<file path="src/rtl/iic_write_master.sv">
// Byte-level I2C write master: START, slave address (W), 1 or 2 register address bytes, data, STOP.
// Optional macro IIC_ACK_CHECK_EN: samples ACK slots and aborts to STOP on a NACK.
module iic_write_master #(
    parameter int CLK_DIV = 125
) (
    input  logic       i_clk,
    input  logic       i_rst,
    input  logic       i_iic_mode,
    input  logic [7:0] i_slave_addr,
    input  logic [7:0] i_reg_addr_h,
    input  logic [7:0] i_reg_addr_l,
    input  logic [7:0] i_data_w,
    input  logic       i_iic_write,
    input  logic       i_sda,
    output logic       o_scl,
    output logic       o_sda_oe,
    output logic       o_iic_busy,
    output logic       o_nack
);

    localparam int DIV_W = $clog2(CLK_DIV);

    typedef enum logic [2:0] {S_IDLE, S_START, S_BYTE, S_ACK, S_STOP} state_t;

    state_t           r_state;
    state_t           w_next;
    logic [DIV_W-1:0] r_div;
    logic [1:0]       r_quarter;
    logic [2:0]       r_bit;
    logic [1:0]       r_byte;
    logic             r_trig_d;
    logic             r_mode;
    logic [7:0]       r_reg_h;
    logic [7:0]       r_reg_l;
    logic [7:0]       r_data;
    logic [7:0]       r_shift;
    logic [7:0]       w_next_byte;
    logic             w_rise;
    logic             w_accept;
    logic             w_qend;
    logic             w_slot_end;
    logic             w_last_byte;
    logic             w_ack_fail;

    assign w_rise      = i_iic_write & ~r_trig_d;
    assign w_accept    = (r_state == S_IDLE) & w_rise;
    assign w_qend      = (r_div == DIV_W'(CLK_DIV - 1));
    assign w_slot_end  = w_qend & (r_quarter == 2'd3);
    assign w_last_byte = r_mode ? (r_byte == 2'd3) : (r_byte == 2'd2);

    always_comb begin
        w_next_byte = r_data;
        if (r_mode) begin
            case (r_byte)
                2'd0:    w_next_byte = r_reg_h;
                2'd1:    w_next_byte = r_reg_l;
                default: w_next_byte = r_data;
            endcase
        end else if (r_byte == 2'd0) begin
            w_next_byte = r_reg_l;
        end
    end

`ifdef IIC_ACK_CHECK_EN
    logic r_sda_s1;
    logic r_sda_s2;
    logic r_nack;

    // Synchronizer idles at 1 (released bus) so a reset never fakes an ACK
    always_ff @(posedge i_clk or negedge i_rst) begin
        if (!i_rst) begin
            r_sda_s1 <= 1'b1;
            r_sda_s2 <= 1'b1;
            r_nack   <= 1'b0;
        end else begin
            r_sda_s1 <= i_sda;
            r_sda_s2 <= r_sda_s1;
            if (w_accept)
                r_nack <= 1'b0;
            else if (w_ack_fail)
                r_nack <= 1'b1;
        end
    end

    assign w_ack_fail = (r_state == S_ACK) & w_slot_end & r_sda_s2;
    assign o_nack     = r_nack;
`else
    logic w_unused_sda;
    assign w_unused_sda = i_sda;
    assign w_ack_fail   = 1'b0;
    assign o_nack       = 1'b0;
`endif

    always_ff @(posedge i_clk or negedge i_rst) begin
        if (!i_rst)
            r_state <= S_IDLE;
        else
            r_state <= w_next;
    end

    always_comb begin
        w_next     = r_state;
        o_scl      = 1'b1;
        o_sda_oe   = 1'b0;
        o_iic_busy = 1'b1;
        case (r_state)
            S_IDLE: begin
                o_iic_busy = 1'b0;
                if (w_rise)
                    w_next = S_START;
            end
            S_START: begin
                o_sda_oe = r_quarter[1];
                if (w_slot_end)
                    w_next = S_BYTE;
            end
            S_BYTE: begin
                o_scl    = r_quarter[1];
                o_sda_oe = ~r_shift[7];
                if (w_slot_end && (r_bit == 3'd7))
                    w_next = S_ACK;
            end
            S_ACK: begin
                o_scl = r_quarter[1];
                if (w_slot_end)
                    w_next = (w_ack_fail || w_last_byte) ? S_STOP : S_BYTE;
            end
            S_STOP: begin
                o_scl    = (r_quarter != 2'd0);
                o_sda_oe = ~r_quarter[1];
                if (w_slot_end)
                    w_next = S_IDLE;
            end
            default: w_next = S_IDLE;
        endcase
    end

    // Previous-trigger flop resets to 1 so a trigger already high at release is not an edge
    always_ff @(posedge i_clk or negedge i_rst) begin
        if (!i_rst) begin
            r_div     <= '0;
            r_quarter <= 2'd0;
            r_bit     <= 3'd0;
            r_byte    <= 2'd0;
            r_trig_d  <= 1'b1;
        end else begin
            r_trig_d <= i_iic_write;
            if (r_state == S_IDLE) begin
                r_div     <= '0;
                r_quarter <= 2'd0;
                r_bit     <= 3'd0;
                r_byte    <= 2'd0;
            end else begin
                r_div <= w_qend ? '0 : r_div + 1'b1;
                if (w_qend)
                    r_quarter <= r_quarter + 1'b1;
                if (w_slot_end && (r_state == S_BYTE))
                    r_bit <= r_bit + 1'b1;
                if (w_slot_end && (r_state == S_ACK))
                    r_byte <= r_byte + 1'b1;
            end
        end
    end

    always_ff @(posedge i_clk) begin
        if (w_accept) begin
            r_mode  <= i_iic_mode;
            r_reg_h <= i_reg_addr_h;
            r_reg_l <= i_reg_addr_l;
            r_data  <= i_data_w;
            r_shift <= {i_slave_addr[7:1], 1'b0};
        end else if (w_slot_end && (r_state == S_BYTE)) begin
            r_shift <= {r_shift[6:0], 1'b0};
        end else if (w_slot_end && (r_state == S_ACK)) begin
            r_shift <= w_next_byte;
        end
    end

endmodule

</file>
<file path="config.mk">
export PLATFORM = sky130hd
export DESIGN_NAME = iic_write_master
export DESIGN_NICKNAME = d
export VERILOG_FILES = /design/src/rtl/iic_write_master.sv
export SDC_FILE = /design/constraint.sdc
export NUM_CORES = 1
export LEC_CHECK = 0
export BUFFER_PORTS_ARGS = -buffer_cell sky130_fd_sc_hd__buf_2
export CAP_MARGIN = 20
export CORE_MARGIN = 8
export CORE_UTILIZATION = 30
export CTS_CLUSTER_DIAMETER = 120
export CTS_CLUSTER_SIZE = 20
export DETAILED_ROUTE_END_ITERATION = 12
export PLACE_DENSITY_LB_ADDON = 0.3
export SLEW_MARGIN = 20
export SYNTH_ARGS = -nofsm -noshare
export SYNTH_HDL_FRONTEND = slang
export SYNTH_SLANG_ARGS = --single-unit
</file>
<file path="constraint.sdc">
create_clock -name i_clk -period 5 [get_ports i_clk]
set_clock_uncertainty 0.1 [all_clocks]
set_input_delay 0.25 -clock i_clk [delete_from_list [all_inputs] [get_ports i_clk]]
set_output_delay 0.25 -clock i_clk [all_outputs]
set_load 0.02 [all_outputs]
</file>
* Word level (Yosys, flattened, before mapping)
Cells that the tools add are included.
** Operators by class
- Equal/unequal tests :: 15
- Add/sub/neg operators :: 4
- Muxes and demuxes :: 25
- Reduce and logical (&&, ||, !) cells :: 13
- Bitwise operators :: 6
** Operators with widths (number)
- $mux 8 :: 5
- $mux 3 :: 8
- $pmux 8 s2 :: 1
- $pmux 3 s5 :: 1
- $mux 7 :: 2
- $ne 2x2->1 const B :: 5
- $mux 2 :: 4
- $reduce_bool 2->1 :: 4
- $add 7x1->7 const B :: 1
- $eq 7x7->1 const B :: 1
- $eq 2x2->1 const B :: 3
- $eq 3x2->1 const B :: 2
- $eq 3x3->1 const B :: 2
- $reduce_and 5->1 :: 1
- $add 2x1->2 const B :: 2
- $reduce_or 2->1 :: 2
- $add 3x1->3 const B :: 1
- $and 1x1->1 :: 3
- $eq 3x1->1 const B :: 1
- $logic_and 1x1->1 :: 3
- $logic_not 3->1 :: 1
- $not 1->1 :: 3
- $pmux 1 s3 :: 1
- $reduce_bool 3->1 :: 1
- other kinds (4) :: 5
** Word-level totals
- Bits in registers :: 51
- Output and inout bits :: 4
- Word-level logic and storage cells :: 75

* Depth between registers and ports, before layout
- Word-level depth :: 6
- Mapped depth :: 8

* Least setup slack after synthesis
Ideal clock, no wire load.
- Path type :: register to register
- Start point :: register r_state[1]
- End point :: register r_shift[1], enable pin
- Path slack :: 2.907 ns
- Setup time :: 0.323 ns
- Stages on the path, launching flop included :: 9
- Arrival :: 1.670 ns
- Clock period less this slack :: 2.093 ns
- Buffers on the path :: 2
- Cell sequence :: dfrtp_1 buf_6 nor3_4 inv_2 or2_0 buf_2 clkinv_4 nor2_1 nand2_1
** On the way
- Cells in the longest elaborated chain, start to end :: 3
** RTL lines
- from (decl) :: line 25 : state_t r_state;
- from (signal assigned) :: line 98 : r_state <= w_next;
- $logic_not 3->1 :: line 46 : assign w_accept = (r_state == S_IDLE) & w_rise;
- $and 1x1->1 :: line 46
- named net w_accept :: line 39 : logic w_accept;
- $reduce_bool 3->1 (no line)
- to (signal assigned) :: line 171 : r_shift <= {i_slave_addr[7:1], 1'b0};
- to (signal assigned) :: line 173 : r_shift <= {r_shift[6:0], 1'b0};
- to (signal assigned) :: line 175 : r_shift <= w_next_byte;
- to (decl) :: line 36 : logic [7:0] r_shift;
The timed path passes the listed nets, and every way through them passes these cells.
A chain may end at the register's enable or synchronous reset.

* Worst setup path in the final report
- Start point :: register r_state[1]
- End point :: register r_shift[4], enable pin
The elaborated chain is that of the path after synthesis.

==> run_results.csv <==
group,metric,value,unit
synth,async_reset_ff_share,35.3,%
synth,synth_compound_area_share,8.46,%
power_and_ir_drop,p_sw_share,22.2,%
placed_design,place_inst,327,
setup_path,startpoint_type,"flop",
placed_design,port_buffers,37,
synth,synth_area,2410,um^2
timing,maxSlewViolCount,0,
clock_network,clk_root_buffer_cell,"clkbuf_8",
synth,yosys.cell_count.top_type,"edfxtp_1",
final_layout,nets,285,
final_layout,post-route-util,36.9,%
timing,worstMarginPinSlew,0.624,ns
routing,wl_per_cell,13.1,um
grt,grt_overflow,0,
setup_path,worstPathArrival,2.28,ns
clock_network,cts_hold_buffers,4,
power_and_ir_drop,pwr-share-comb,9.6,%
timing,slew_headroom,58.3,%
power_and_ir_drop,p_total,929,uW
floorplanning,core_area,7770,um^2
clock_network,cts_setup_buffers,0,
grt,grt_max_degree,35,
power_and_ir_drop,ir_drop,0.154,mV
routing,vias_per_cell,4.55,
grt,antenna_found_initial,0,
synth,synth_fp_nets,244,
synth,avgSynthCellArea,12.1,um^2
routing,drtAntennaViolNets,0,
floorplanning,die_y,106,um
clock_network,clk_pin_slew,0.09,ns
routing,totalWireLength,4.51,mm
timing,hold_viol,0,
timing,period_needed,2.40,ns
clock_network,htree_levels,2,
final_layout,syn_to_final_growth,18.9,%
setup_path,setup.worst_path.end_class,"flop",
timing,holdWs,0.0145,ns
grt,grt_use_total,8.29,%
clock_network,insertion_delay,0.30,ns
final_layout,stdcell_count,343,
clock_network,cts.sinks,51,
synth,synth_common_cells,"32 x edfxtp_1, 20 x nand2_1, 17 x dfrtp_1, 17 x nand3_1, 17 x nor2_1",
synth,synthXorXnorAreaFrac,2.91,%
clock_network,cts_tree,"done",
timing,rsz0062_at_grt,"false",
setup_path,cp_max_fo,34,
setup_path,critPathKind,"flop to flop",
placed_design,place.gp.congestion,0.729,
synth,yosys_warnings,0,
synth,synth.area.mux_share,4.93,%
run,drv_cap,0,
final_layout,diodes,0,
timing,fmax,417,MHz
routing,num_vias,1559,
floorplanning,core.rowCount,32,
floorplanning,dieArea,11200,um^2
grt,grt_first_pass_wirelength,7.57,mm
synth,ys_seq_area_share,59.4,%
power_and_ir_drop,power_frac_clock,35.8,%
synth,synth_cells,199,
synth,synth.area.top_cells,"edfxtp_1 40%, dfrtp_1 18%, ha_1 4.2%",
power_and_ir_drop,p_int,723,uW
grt,grt_pass1_vias,1672,
clock_network,cts_resized,0,
placed_design,dpl.hpwl,3.12,mm
status,status,"complete, no violations",
synth,synth_adder_area_share,4.15,%
floorplanning,die_w,106,um
synth,synth-seq-cells,51,
timing,setup-tns-final,0,ns
final_layout,drive_gt1_share,25.3,%
synth,synth-edff-count,32,
synth,synth_simple_gate_area_share,15.1,%
timing,fin_crit_sh,48.0,%
synth,synth_top_family_by_area,"simple AND/OR/NAND/NOR gates",
setup_path,cp_data_required_time,4.88,ns
synth,synth.largest_area_cell,"edfxtp_1",
synth,ys_types,46,
floorplanning,io_pins,41,
clock_network,numCtsBuffers,5,
synth,synth_ff_type,"edfxtp_1",
clock_network,clockBufferDepth,2,
routing,drt_iter0_drc,50,
power_and_ir_drop,p_sw,206,uW
power_and_ir_drop,p_per_area,324,nW/um^2
power_and_ir_drop,sequentialPowerShare,54.6,%
synth,yosysTopAreaCellShare,39.9,%
floorplanning,initial_core_util,31.0,%
routing,dr.pass1.iters,4,
routing,drcViolationCount,0,
hold_path,min_path_type,"primary input to flop",
power_and_ir_drop,cellLeakagePower,0.00117,uW
timing,setup_viol,0,
-- path summary, 6_finish.rpt --
kind | startpoint | endpoint | slack [ns] | depth (start not counted)
min in group asynchronous | i_rst | r_div[3] | 0.30 | 2
setup reg to reg | r_state[1] | r_shift[4] | 2.60 | 6
max in group asynchronous | i_rst | r_trig_d | 4.18 | 2
setup / recovery | r_state[1] | r_shift[4] | 2.60 | 6
hold reg to reg | r_shift[0] | r_shift[0] | 0.39 | 2
hold / removal | i_reg_addr_h[6] | r_reg_h[6] | 0.01 | 1
-- routing by layer --
metal / track usage, % / vias to the layer above / wire length [um]
met5: 0 / - / 0
met4: 3.42 / 0 / 70
met3: 2.74 / 6 / 222
met2: 13.4 / 34 / 2050
met1: 10.0 / 732 / 2160
li1: - / 787 / -
-- critical path: stages (launching register included) --
cell and delay [ns]:
dfrtp_1 0.50, nor3_4 0.37, inv_2 0.10, or2_0 0.38, clkinv_4 0.29, nor2_1 0.08
nand2_1 0.25
-- final cells by class --
class | count | area (um^2)
Multi-Input combinational cell | 127 | 861
Clock buffer | 5 | 68.8
Timing Repair Buffer | 45 | 265
Tap cell | 102 | 128
Clock inverter | 3 | 67.6
Fill cell | 793 | 4900
Inverter | 10 | 42.5
Sequential cell | 51 | 1430
-- logic make-up after synthesis --
family	after synthesis
buffers and inverters	21
xor gates and xnor gates	8
other	1
AOI/OAI and AO/OA	28
muxes	11
and+or+nand+nor	71
DFF	51
adders and majority gates	8
-- flip-flops by register name (all words and copies together) (netlist names) --
signal,count
r_bit,3
r_data,8
r_div,7
r_quarter,2
r_reg_l,8
r_mode,1
r_reg_h,8
r_byte,2
r_trig_d,1
r_state,3
r_shift,8
-- stage by stage --
stage	area, um^2	setup slack [ns]
after global placement	2650	2.58
after floorplan	2410	2.91
after CTS	2830	2.55
after detailed placement	2650	2.56
after global routing	2870	2.39
final	2870	2.60
-- power groups by stage --
stage / clock network, uW / logic (uW) / registers [uW]
after global placement: 0 / 83.7 / 516
after CTS: 344 / 89.1 / 507
after global routing: 357 / 107 / 512
after floorplan: 0 / 60.4 / 510
final: 333 / 89.3 / 507
after detailed placement: 0 / 85.4 / 517
-- cells in the final DEF, fill, tap and decap left out, types with 6 or more instances in the layout --
cell / Yosys / routed
nor2_1: 17 / 17
dfrtp_1: 17 / 17
buf_2: 4 / 37
nand2_1: 20 / 20
mux2_2: 7 / 7
a22oi_1: 6 / 6
dlygate4sd3_1: 0 / 8
nand3_1: 17 / 17
ha_1: 8 / 8
inv_1: 8 / 8
edfxtp_1: 32 / 32
(Power assumes the default switching activity.)
